File: src/rtl/fetch_stage.sv
// Instruction fetch: PC, imem request, 2-entry output queue, redirect flush.
// Optional FETCH_PERF_EN adds perf_fetched / perf_stall counters.
module fetch_stage #(
  parameter logic [31:0] RESET_PC = 32'h0000_0004,
  parameter int          QDEPTH   = 2
) (
  input  logic        clk,
  input  logic        reset,
  output logic        imem_req,
  output logic [31:0] imem_addr,
  input  logic [31:0] imem_rdata,
  input  logic        redirect_valid,
  input  logic [31:0] redirect_pc,
  output logic        out_valid,
  input  logic        out_ready,
  output logic [31:0] out_instr,
  output logic [31:0] out_pc,
`ifdef FETCH_PERF_EN
  output logic [31:0] out_pc4,
  output logic [31:0] perf_fetched,
  output logic [31:0] perf_stall
`else
  output logic [31:0] out_pc4
`endif
);

  typedef struct packed {
    logic [31:0] instr;
    logic [31:0] pc;
  } fq_entry_t;

  logic [31:0] pc_q;
  logic        inflight_q;
  logic [31:0] inflight_pc_q;
  logic        kill_q;
  fq_entry_t   q_mem [2];
  logic        hd_q;
  logic        tl_q;
  logic [1:0]  cnt_q;

  logic        pop;
  logic        push;
  logic        issue;
  logic [2:0]  occ;
  logic        unused_rpc;

  assign unused_rpc = ^redirect_pc[1:0];

  // Issue only when every outstanding response is sure of a queue slot.
  always_comb begin
    out_valid = !reset && (cnt_q != 2'd0);
    pop       = out_valid && out_ready;
    occ       = {1'b0, cnt_q} - {2'b00, pop} + {2'b00, inflight_q};
    issue     = !reset && !redirect_valid && (occ < 3'(QDEPTH));
    push      = inflight_q && !kill_q && !redirect_valid;
    imem_req  = issue;
    imem_addr = reset ? RESET_PC : pc_q;
    out_instr = q_mem[hd_q].instr;
    out_pc    = q_mem[hd_q].pc;
    out_pc4   = q_mem[hd_q].pc + 32'd4;
  end

  // PC, in-flight tracking and queue pointers; reset beats redirect.
  always_ff @(posedge clk) begin
    if (reset) begin
      pc_q          <= RESET_PC;
      inflight_q    <= 1'b0;
      inflight_pc_q <= 32'd0;
      kill_q        <= 1'b0;
      hd_q          <= 1'b0;
      tl_q          <= 1'b0;
      cnt_q         <= 2'd0;
    end else if (redirect_valid) begin
      pc_q       <= {redirect_pc[31:2], 2'b00};
      inflight_q <= 1'b0;
      kill_q     <= 1'b1;
      hd_q       <= 1'b0;
      tl_q       <= 1'b0;
      cnt_q      <= 2'd0;
    end else begin
      if (issue) begin
        pc_q          <= pc_q + 32'd4;
        inflight_q    <= 1'b1;
        inflight_pc_q <= pc_q;
        kill_q        <= 1'b0;
      end else begin
        inflight_q <= 1'b0;
      end
      if (push) tl_q <= ~tl_q;
      if (pop)  hd_q <= ~hd_q;
      cnt_q <= cnt_q + {1'b0, push} - {1'b0, pop};
    end
  end

  // Queue storage; the response word lands at the tail.
  always_ff @(posedge clk) begin
    if (!reset && push) begin
      q_mem[tl_q] <= '{instr: imem_rdata, pc: inflight_pc_q};
    end
  end

`ifdef FETCH_PERF_EN
  // Delivered-instruction and backpressure-cycle counters.
  always_ff @(posedge clk) begin
    if (reset) begin
      perf_fetched <= 32'd0;
      perf_stall   <= 32'd0;
    end else begin
      if (pop)
        perf_fetched <= perf_fetched + 32'd1;
      if (out_valid && !out_ready)
        perf_stall <= perf_stall + 32'd1;
    end
  end
`endif

endmodule

File: config.mk
export PLATFORM = sky130hd
export DESIGN_NAME = fetch_stage
export DESIGN_NICKNAME = d
export VERILOG_FILES = /design/src/rtl/fetch_stage.sv
export SDC_FILE = /design/constraint.sdc
export NUM_CORES = 1
export LEC_CHECK = 0
export ABC_AREA = 1
export CORE_MARGIN = 2
export CORE_UTILIZATION = 55
export CTS_CLUSTER_DIAMETER = 60
export DETAILED_ROUTE_END_ITERATION = 6
export PLACE_DENSITY = 0.85
export SYNTH_ARGS = -nofsm -noshare
export SYNTH_HDL_FRONTEND = slang
export SYNTH_SLANG_ARGS = --single-unit
File: constraint.sdc
create_clock -name clk -period 18.35 [get_ports clk]
set_input_delay 1.835 -clock clk [delete_from_list [all_inputs] [get_ports clk]]
set_output_delay 1.835 -clock clk [all_outputs]
set_load 0.01 [all_outputs]
==> out/metrics.cfg <==
[routing]
vias = 7352
drt_wl_total_um = 21100
drt-pass1-iter-count = 5
vias_per_cell = 5.09
ant_nets = 0
wl_per_cell_um = 14.6
drcViolationCount = 0
dr.first_iter.drc_count = 541

[clock_tree]
clk_latency_ns = 0.43
clock-sinks = 191
cts_buffers = 17
cts_resized = 0
cts.path.max_buffers = 2
cts_max_level = 4
cts-hold-fix-buffers = 0
clk_pin_slew_ns = 0.07
postCtsSetupRepairBufs = 0
cts_tree = built
clk_root_buffer_cell = clkbuf_16

[placement]
post-place-ws_ns = 11.64
dpl_cell_area_sq_um = 11300
placed_cells = 1412
place_hpwl_um = 15100
portBuffers = 189
place.gp.congestion = 0.917

[synthesis]
synth_top_family_by_area = simple AND/OR/NAND/NOR gates
synth_cells = 1030
synthDistinctLibCells = 39
synth-async-reset-ratio_pct = 0
synth-edff-count = 124
avgSynthCellArea_sq_um = 8.99
synth_xor_area_share_pct = 1.89
synth_area_sq_um = 9260
yosys.area_share.simple_pct = 24.3
yosysTopAreaCell = edfxtp_1
synth_mux_area_share_pct = 3.89
synth-seq-cells = 191
yosys.area.top_type_share_pct = 40.2
synthAdderAreaFrac_pct = 0.892
yosysWarningCount = 0
synth.area.top_cells = edfxtp_1, dfxtp_1, nand2_1
synth-compound-area-share_pct = 6.65
ys_seq_area_share_pct = 54.7
ys.flop_type = edfxtp_1

[cells_and_area]
final_cell_area_sq_um = 11800
final_common_cell = nand2_1
final_cell_count_no_fill = 1444
seq_area_sq_um = 5070
syn_to_final_growth_pct = 27.6
final_cell_mix = nand2_1, clkdlybuf4s50_1, nor2_1
n_fill_cell = 1202
multi_input_area_sq_um = 3520
nNetsFinal = 1285
drive_gt1_share_pct = 10.4
n_antenna_cell = 0

[sta]
slew_viol_final = 0
fin_crit_sh_pct = 36.7
fin_tns_setup_ns = 0
finClkSkew_ns = 0.0114
setup_ws_ns = 11.61
relSlewSlack_pct = 46.0
timing.fmax_mhz = 148
finalHoldViolCount = 0
fin_crit_ns = 6.74
setup_viol = 0
tightest_slew_ns = 0.811
rsz0062_at_grt = false

[setup_path]
ff2ff_setup_slack_ns = 14.84
worstPathMaxFanout = 74
critPathArrivalTime_ns = 4.90
cp_top_family = buffers and inverters
reg2regPathDepth = 18
crit_path_start_kind = primary input
rr_endpoint = pc_q[23]
slowest_delay_ns = 0.57
cp_cell_sequence = buf_2 -> buf_4 -> a21oi_1 -> nand2_1 -> inv_1 -> ha_1 -> inv_1 -> nand2_1 -> fa_1 -> inv_1 -> nor2_1 -> nand2_2 -> buf_4 -> inv_2 -> clkdlybuf4s50_1
crit_start = reset
path_buf_inv = 8
required_ns = 16.51
rr_startpoint = cnt_q[1]
worstSetupPathType = in -> out
cp_slowest_cell = buf_4
cpMostUsedCell = inv_1
endpoint_kind = output pin

[power_and_ir_drop]
p_comb_share_pct = 9.0
leakage_nw = 4.59
clock_power_share_pct = 37.8
power_density_nw_per_um2 = 76.5
pwr-share-seq_pct = 53.1
cell_internal_pwr_mw = 0.686
swShare_pct = 24.1
vdd.ir_drop.worst_mv = 0.0735
switchingPower_mw = 0.218
total_power_mw = 0.904

[floorplanning]
die_h_um = 134
die_area_sq_um = 17900
ios = 198
initial_utilization_pct = 56.1
coreArea_sq_um = 16500
rows = 47
die_x_um = 134

[global_routing]
antenna_found_initial = 0
grt_pass1_wl_um = 33700
grt-ovfl-total = 0
grt_use_total_pct = 24.1
grt_pass1_vias = 6838
grt_max_degree = 75

[run_status]
status = finished, final reports clean

[job]
max-cap-violations = 0

[worst_hold_path]
min_path_cells = 0
hold_end = q_mem[0][31]
min_path_type = reg -> reg
hold_path_startpoint = inflight_pc_q[31]

## cells by family (layout without fill, tap and decap cells)
group           Yosys count  after routing
buf+inv                 162            351
mux                      32             32
simple gates            538            538
flops                   191            191
xor+xnor                 20             20
compound gates           80             80
other cells               1              6
fa+ha+maj                 6              6
## Yosys cell counts (5+ instances only)
master	instances
nand2_2	8
a31oi_1	5
a21oi_1	9
nand3_1	58
nor3_1	15
xnor2_1	6
o21ai_0	13
inv_1	117
nand4_1	6
nand3b_1	16
o21ai_2	24
buf_4	7
a211oi_1	16
mux2_2	32
o21ai_4	5
nor2_1	159
inv_2	5
ha_1	5
dfxtp_1	67
clkbuf_1	11
edfxtp_1	124
nor2_2	6
xor2_1	14
buf_2	12
nand2_1	266
## layer usage
metal	up-vias	global-route usage (%)	part of all wire (%)
met5	-	0	0
met4	0	7.45	1.6
met3	31	4.46	6.6
met2	284	40.0	49
met1	3320	32.3	43
li1	3717	-	-
## final cells by class
class                   instances  area share (%)
inverters                     122            3.87
multi-input cells             682            29.8
flip-flops and latches        191            42.9
repair buffers                197            16.5
clock inverters                15            1.08
clock buffers                  17            3.60
well taps                     220            2.33
## per-stage QoR
step	hold WS (ns)	util [%]
after floorplan	0.426	-
after global placement	0.433	68.2
after detailed placement	0.440	68.2
after CTS	0.457	71.5
after global routing	0.475	71.5
final	0.457	71.5
## power groups by stage
stage | registers [mW] | clock network, mW | logic, mW
floorplan | 0.487 | 0 | 0.0439
global placement | 0.489 | 0 | 0.0787
detailed placement | 0.490 | 0 | 0.0806
CTS | 0.480 | 0.348 | 0.0815
global route | 0.482 | 0.366 | 0.0899
finish | 0.480 | 0.342 | 0.0816
## worst max path at each step
| stage | endpoint | slack [ns] | depth (start not counted) |
|---|---|---|---|
| floorplan | q_mem[0][10] | 11.27 | 3 |
| global placement | imem_req | 11.72 | 15 |
| detailed placement | imem_req | 11.64 | 15 |
| CTS | imem_req | 11.63 | 15 |
| global route | imem_req | 11.33 | 15 |
| finish | imem_req | 11.61 | 15 |
## sequential cells by signal, summed over array words and instances (netlist names), named ones only
register and count:
q_mem 124, inflight_q 1, tl_q 1, pc_q 30, kill_q 1, hd_q 1
cnt_q 2, inflight_pc_q 30
Note: power is estimated with default switching activity, not from simulation.
